<file path="config.mk">
export PLATFORM = sky130hd
export DESIGN_NAME = alu_exec
export DESIGN_NICKNAME = d
export VERILOG_FILES = /design/src/rtl/alu_pkg.sv /design/src/rtl/alu_multiplier.sv /design/src/rtl/alu_exec.sv
export SDC_FILE = /design/constraint.sdc
export NUM_CORES = 1
export LEC_CHECK = 0
export ABC_CLOCK_PERIOD_IN_PS = 4700
export CORE_UTILIZATION = 45
export DETAILED_ROUTE_END_ITERATION = 10
export GPL_TIMING_DRIVEN = 0
export PLACE_DENSITY = 0.72
export SLEW_MARGIN = 5
export SYNTH_ARGS = -nofsm -noshare
export SYNTH_HDL_FRONTEND = slang
export SYNTH_SLANG_ARGS = --single-unit
</file>
<file path="constraint.sdc">
create_clock -name clock -period 4.7 [get_ports clock]
set_clock_uncertainty 0.15 [all_clocks]
set_input_delay 0.94 -clock clock [delete_from_list [all_inputs] [get_ports clock]]
set_output_delay 0.94 -clock clock [all_outputs]
set_load 0.02 [all_outputs]
</file>
<file path="src/rtl/alu_pkg.sv">
// alu_pkg: shared ALU control codes and execution-stage FSM states
package alu_pkg;
  localparam logic [3:0] ALU_AND = 4'b0000;
  localparam logic [3:0] ALU_OR  = 4'b0001;
  localparam logic [3:0] ALU_ADD = 4'b0010;
  localparam logic [3:0] ALU_SUB = 4'b0110;
  localparam logic [3:0] ALU_MUL = 4'b0011;
  typedef logic [0:0] state_t;
  localparam state_t S_IDLE = 1'b0;
  localparam state_t S_MUL  = 1'b1;
endpackage

</file>
<file path="src/rtl/alu_multiplier.sv">
// alu_multiplier: iterative shift-add multiplier, one multiplier bit per cycle, built only with ALU_EXEC_MUL_EN
`ifdef ALU_EXEC_MUL_EN
module alu_multiplier #(parameter int WIDTH = 64) (
  input  logic             clk,
  input  logic             rst,
  input  logic             start,
  input  logic [WIDTH-1:0] a,
  input  logic [WIDTH-1:0] b,
  output logic             done,
  output logic [WIDTH-1:0] p
);
  localparam int CW = $clog2(WIDTH);
  logic             busy;
  logic [CW-1:0]    cnt;
  logic [WIDTH-1:0] mcand, mplier, acc_next;
  always_comb acc_next = mplier[0] ? p + mcand : p;
  always_ff @(posedge clk)
    if (rst) begin
      busy   <= 1'b0;
      done   <= 1'b0;
      cnt    <= '0;
      p      <= '0;
      mcand  <= '0;
      mplier <= '0;
    end else begin
      done <= busy && cnt == CW'(WIDTH-1);
      if (start) begin
        busy   <= 1'b1;
        cnt    <= '0;
        p      <= '0;
        mcand  <= a;
        mplier <= b;
      end else if (busy) begin
        p      <= acc_next;
        mcand  <= mcand << 1;
        mplier <= mplier >> 1;
        cnt    <= cnt + 1'b1;
        busy   <= cnt != CW'(WIDTH-1);
      end
    end
endmodule
`endif

</file>
<file path="src/rtl/alu_exec.sv">
// alu_exec: handshaked registered ALU stage; iterative MUL built only with ALU_EXEC_MUL_EN
module alu_exec import alu_pkg::*; #(parameter int WIDTH = 64) (
  input  logic             clock,
  input  logic             reset,
  input  logic             inValid,
  output logic             inReady,
  input  logic [3:0]       aluControl,
  input  logic [WIDTH-1:0] operandA,
  input  logic [WIDTH-1:0] operandB,
  output logic             outValid,
  input  logic             outReady,
  output logic [WIDTH-1:0] result,
  output logic             zero
);
  logic             busy, accept, is_mul, mul_done;
  logic [WIDTH-1:0] op_res, mul_p;
  always_comb begin
    inReady = !busy && (!outValid || outReady);
    accept  = inValid && inReady;
    op_res  = aluControl == ALU_AND ? operandA & operandB :
              aluControl == ALU_OR  ? operandA | operandB :
              aluControl == ALU_ADD ? operandA + operandB :
              aluControl == ALU_SUB ? operandA - operandB : '0;
    zero    = ~|result;
  end
`ifdef ALU_EXEC_MUL_EN
  state_t state;
  assign is_mul = aluControl == ALU_MUL;
  assign busy   = state == S_MUL;
  always_ff @(posedge clock)
    if (reset) state <= S_IDLE;
    else if (accept && is_mul) state <= S_MUL;
    else if (mul_done) state <= S_IDLE;
  alu_multiplier #(.WIDTH(WIDTH)) u_mul (
    .clk   (clock),
    .rst   (reset),
    .start (accept && is_mul),
    .a     (operandA),
    .b     (operandB),
    .done  (mul_done),
    .p     (mul_p)
  );
`else
  assign is_mul   = 1'b0;
  assign busy     = 1'b0;
  assign mul_done = 1'b0;
  assign mul_p    = '0;
`endif
  always_ff @(posedge clock)
    if (reset) begin
      outValid <= 1'b0;
      result   <= '0;
    end else begin
      outValid <= (accept && !is_mul) || mul_done || (outValid && !outReady);
      result   <= accept && !is_mul ? op_res : mul_done ? mul_p : result;
    end
endmodule

</file>
==> results.md <==
* Status: complete, no violations
* Die area at 0.0290 mm²
* Pwr Density at 202 mW/mm²
* DR pass1 iterations at 6
* Slew of the pin with the lowest slew margin at 1.41 ns
* Mux contribution to synthesized area at 2.36%
* Placed cell area at 0.0152 mm²
* Most common cell in the netlist: a21oi_1
* Mapped Cells at 1,883
* Leak pwr at 6.79 nW
* Grt ovf at 0
* Final HPWL DP at 49,100 µm
* Avg Cell Area, Syn at 6.77 µm²
* Main combinational cell family by area after synthesis: compound AO/OA/AOI/OAI gates
* Share of cells above drive strength 1 at 7.36%
* Hold crit path type: flip-flop to flip-flop
* Finished Cell Area at 0.0159 mm²
* Starting DRT DRC Count at 1,839
* Synth area leaders: ha_1, dfxtp_1, a21oi_1
* Max VDD drop at 0.165 mV
* Height of the die at 170 µm
* Initial core utilization at 45.9%
* Mapped cell area at 0.0127 mm²
* Diodes inserted at 0
* Layout Nets at 2,431
* Setup CP Type: input pin to flip-flop
* RSZ-0062 raised after global routing: yes
* Critical Path RT at 4.86 ns
* IO Port Bufs at 201
* Synth unique cells at 92
* Normalized max-slew margin at 5.62%
* Final Cycle Share at 99.3%
* Core Region at 0.0278 mm²
* Post-synthesis xor/xnor area fraction at 3.71%
* Drt via density at 6.40
* Dominant synthesized flop cell: dfxtp_1
* Die width at 170 µm
* ANT nets after route at 0
* Placed Cells at 2,463
* Simple-Gate Fraction of Synth Area at 20.2%
* Clk Latency, worst-skew pair at 0.36 ns
* CTS Hold Bufs at 0
* TritonCTS clock tree: built
* Fin crit period at 4.67 ns
* Pin count of the biggest net entering global routing at 13
* Overall Power at 0.00321 W
* Highest net fanout along the worst path at 7
* Post-Syn Nets at 2,212
* GRT Total Usage at 42.1%
* Post-synthesis compound-gate area fraction at 33.2%
* Final hold violation count at 0
* Achievable clock frequency at 0.214 GHz
* Post-DR wirelength/cell at 25.1 µm
* Top cells by instance count after synthesis: a21oi_1, inv_1, ha_1
* DR vias at 15.9k
* Largest area contributor in the netlist: ha_1
* Clk sinks at 65
* Clk buf depth at 2
* Post-route insts no fill at 2,485
* EDFF count, synth at 0
* Adder-Cell Fraction of Synth Area at 19.1%
* Layout area overhead at 25.0%
* Asr flop ratio synth at 0%
* Synth Register Bits at 65
* First-pass GRT wire length at 90,600 µm
* CTS Root Cell: clkbuf_16
* Number of clock buffers inserted by TritonCTS at 9
* Final setup vio count at 0
* Placer Congestion at 1.04
* Number of global-route vias before repair at 14.8k
* Drc violations at 0
* Syn. warnings at 0
* Top cell type's share of synthesized area at 18.8%
* Initial antenna violation count at 1
* Max cap viols at 0
* Slew Limit Fails at 0
* H-tree levels at 3
* Worst endpoint data arrival time at 4.82 ns
* CTS clk-pin slew, worst paths at 0.06 ns
* Post-synthesis sequential area ratio at 10.2%
* Boundary pin count at 203
* Crit path capture type: flip-flop
* CP Launch Type: input pin
* FF-to-FF setup slack at 1.12 ns
* Site Rows at 61
* Post-Route WL at 62,300 µm
## registers in the layout (all words and copies together), names as in the netlist
name      cells
result       64
outValid      1
## kinds of logic (layout without fill, tap and decap cells)
| family | after synthesis | count (layout) |
|---|---|---|
| compound gates | 678 | 678 |
| simple gates | 540 | 540 |
| buf+inv | 323 | 547 |
| fa+ha+maj | 193 | 193 |
| flops | 65 | 65 |
| xor+xnor | 54 | 54 |
| mux | 30 | 30 |
## per-stage QoR
| stage | setup slack [ns] | utilization, % | setup TNS (ns) | hold slack, ns |
|---|---|---|---|---|
| floorplan | 0.647 | - | 0 | 0.392 |
| global placement | -1.33 | 54.8 | -20.41 | 0.312 |
| detailed placement | -1.35 | 54.9 | -19.93 | 0.321 |
| CTS | 0.00293 | 56.3 | 0 | 0.334 |
| global route | -0.0421 | 57.3 | -0.102 | 0.362 |
| finish | 0.0337 | 57.3 | 0 | 0.328 |
## final timing paths
| check | from | to | cells past startpoint |
|---|---|---|---|
| max | operandA[13] | result[50] | 14 |
| min | result[39] | result[39] | 2 |
| max reg2reg | outValid | result[30] | 6 |
| min reg2reg | result[39] | result[39] | 2 |
## where the power goes
group / switching (W) / internal, W / total (W)
Sequential: 0.0000417 / 0.000585 / 0.000627
Clock: 0.000316 / 0.000425 / 0.000742
Combinational: 0.00116 / 0.000689 / 0.00184
## layout make-up
class	instances	area (µm²)
Inverter	216	811
Multi-Input combinational cell	1495	10300
Sequential cell	65	1300
Tap cell	378	473
Timing Repair Buffer	213	2110
Clock buffer	13	250
Buffer	102	617
Clock inverter	3	40.0
Fill cell	2822	11900
## cells in the final DEF (no fill, tap or decap), types with 44 or more instances in the layout
master / n
a21oi_1: 243
inv_1: 211
clkdlybuf4s50_1: 201
ha_1: 188
nor2_1: 176
o21ai_0: 137
nand2_1: 128
dfxtp_1: 65
clkbuf_1: 55
xnor2_1: 48
nor3_1: 44
## layer usage
metal	routed length [µm]	global-route usage, %	vias up	part of all wire, %
met5	8	0	-	0.013
met1	25300	55.4	7518	41
met3	7020	8.42	197	11
met2	26200	64.0	1005	42
li1	-	-	7176	-
met4	3820	23.7	2	6.1
## worst max-delay path: stages
cell,delay [ns]
clkdlybuf4s50_1,0.53
inv_1,0.06
ha_1,0.39
inv_2,0.14
a21oi_1,0.36
a21oi_1,0.18
o32a_1,0.45
o31a_2,0.42
a21oi_2,0.30
o21bai_1,0.15
a21oi_1,0.19
o21ai_0,0.15
o311ai_0,0.40
o21a_1,0.15
## timing repair
action	4_1_cts	5_1_grt
buffers inserted	2	9
endpoints found under the hold margin	0	0
setup endpoints to repair	25	18
resized for setup	23	59
pin swaps	4	19
cloned	0	0
(Power assumes the default switching activity.)
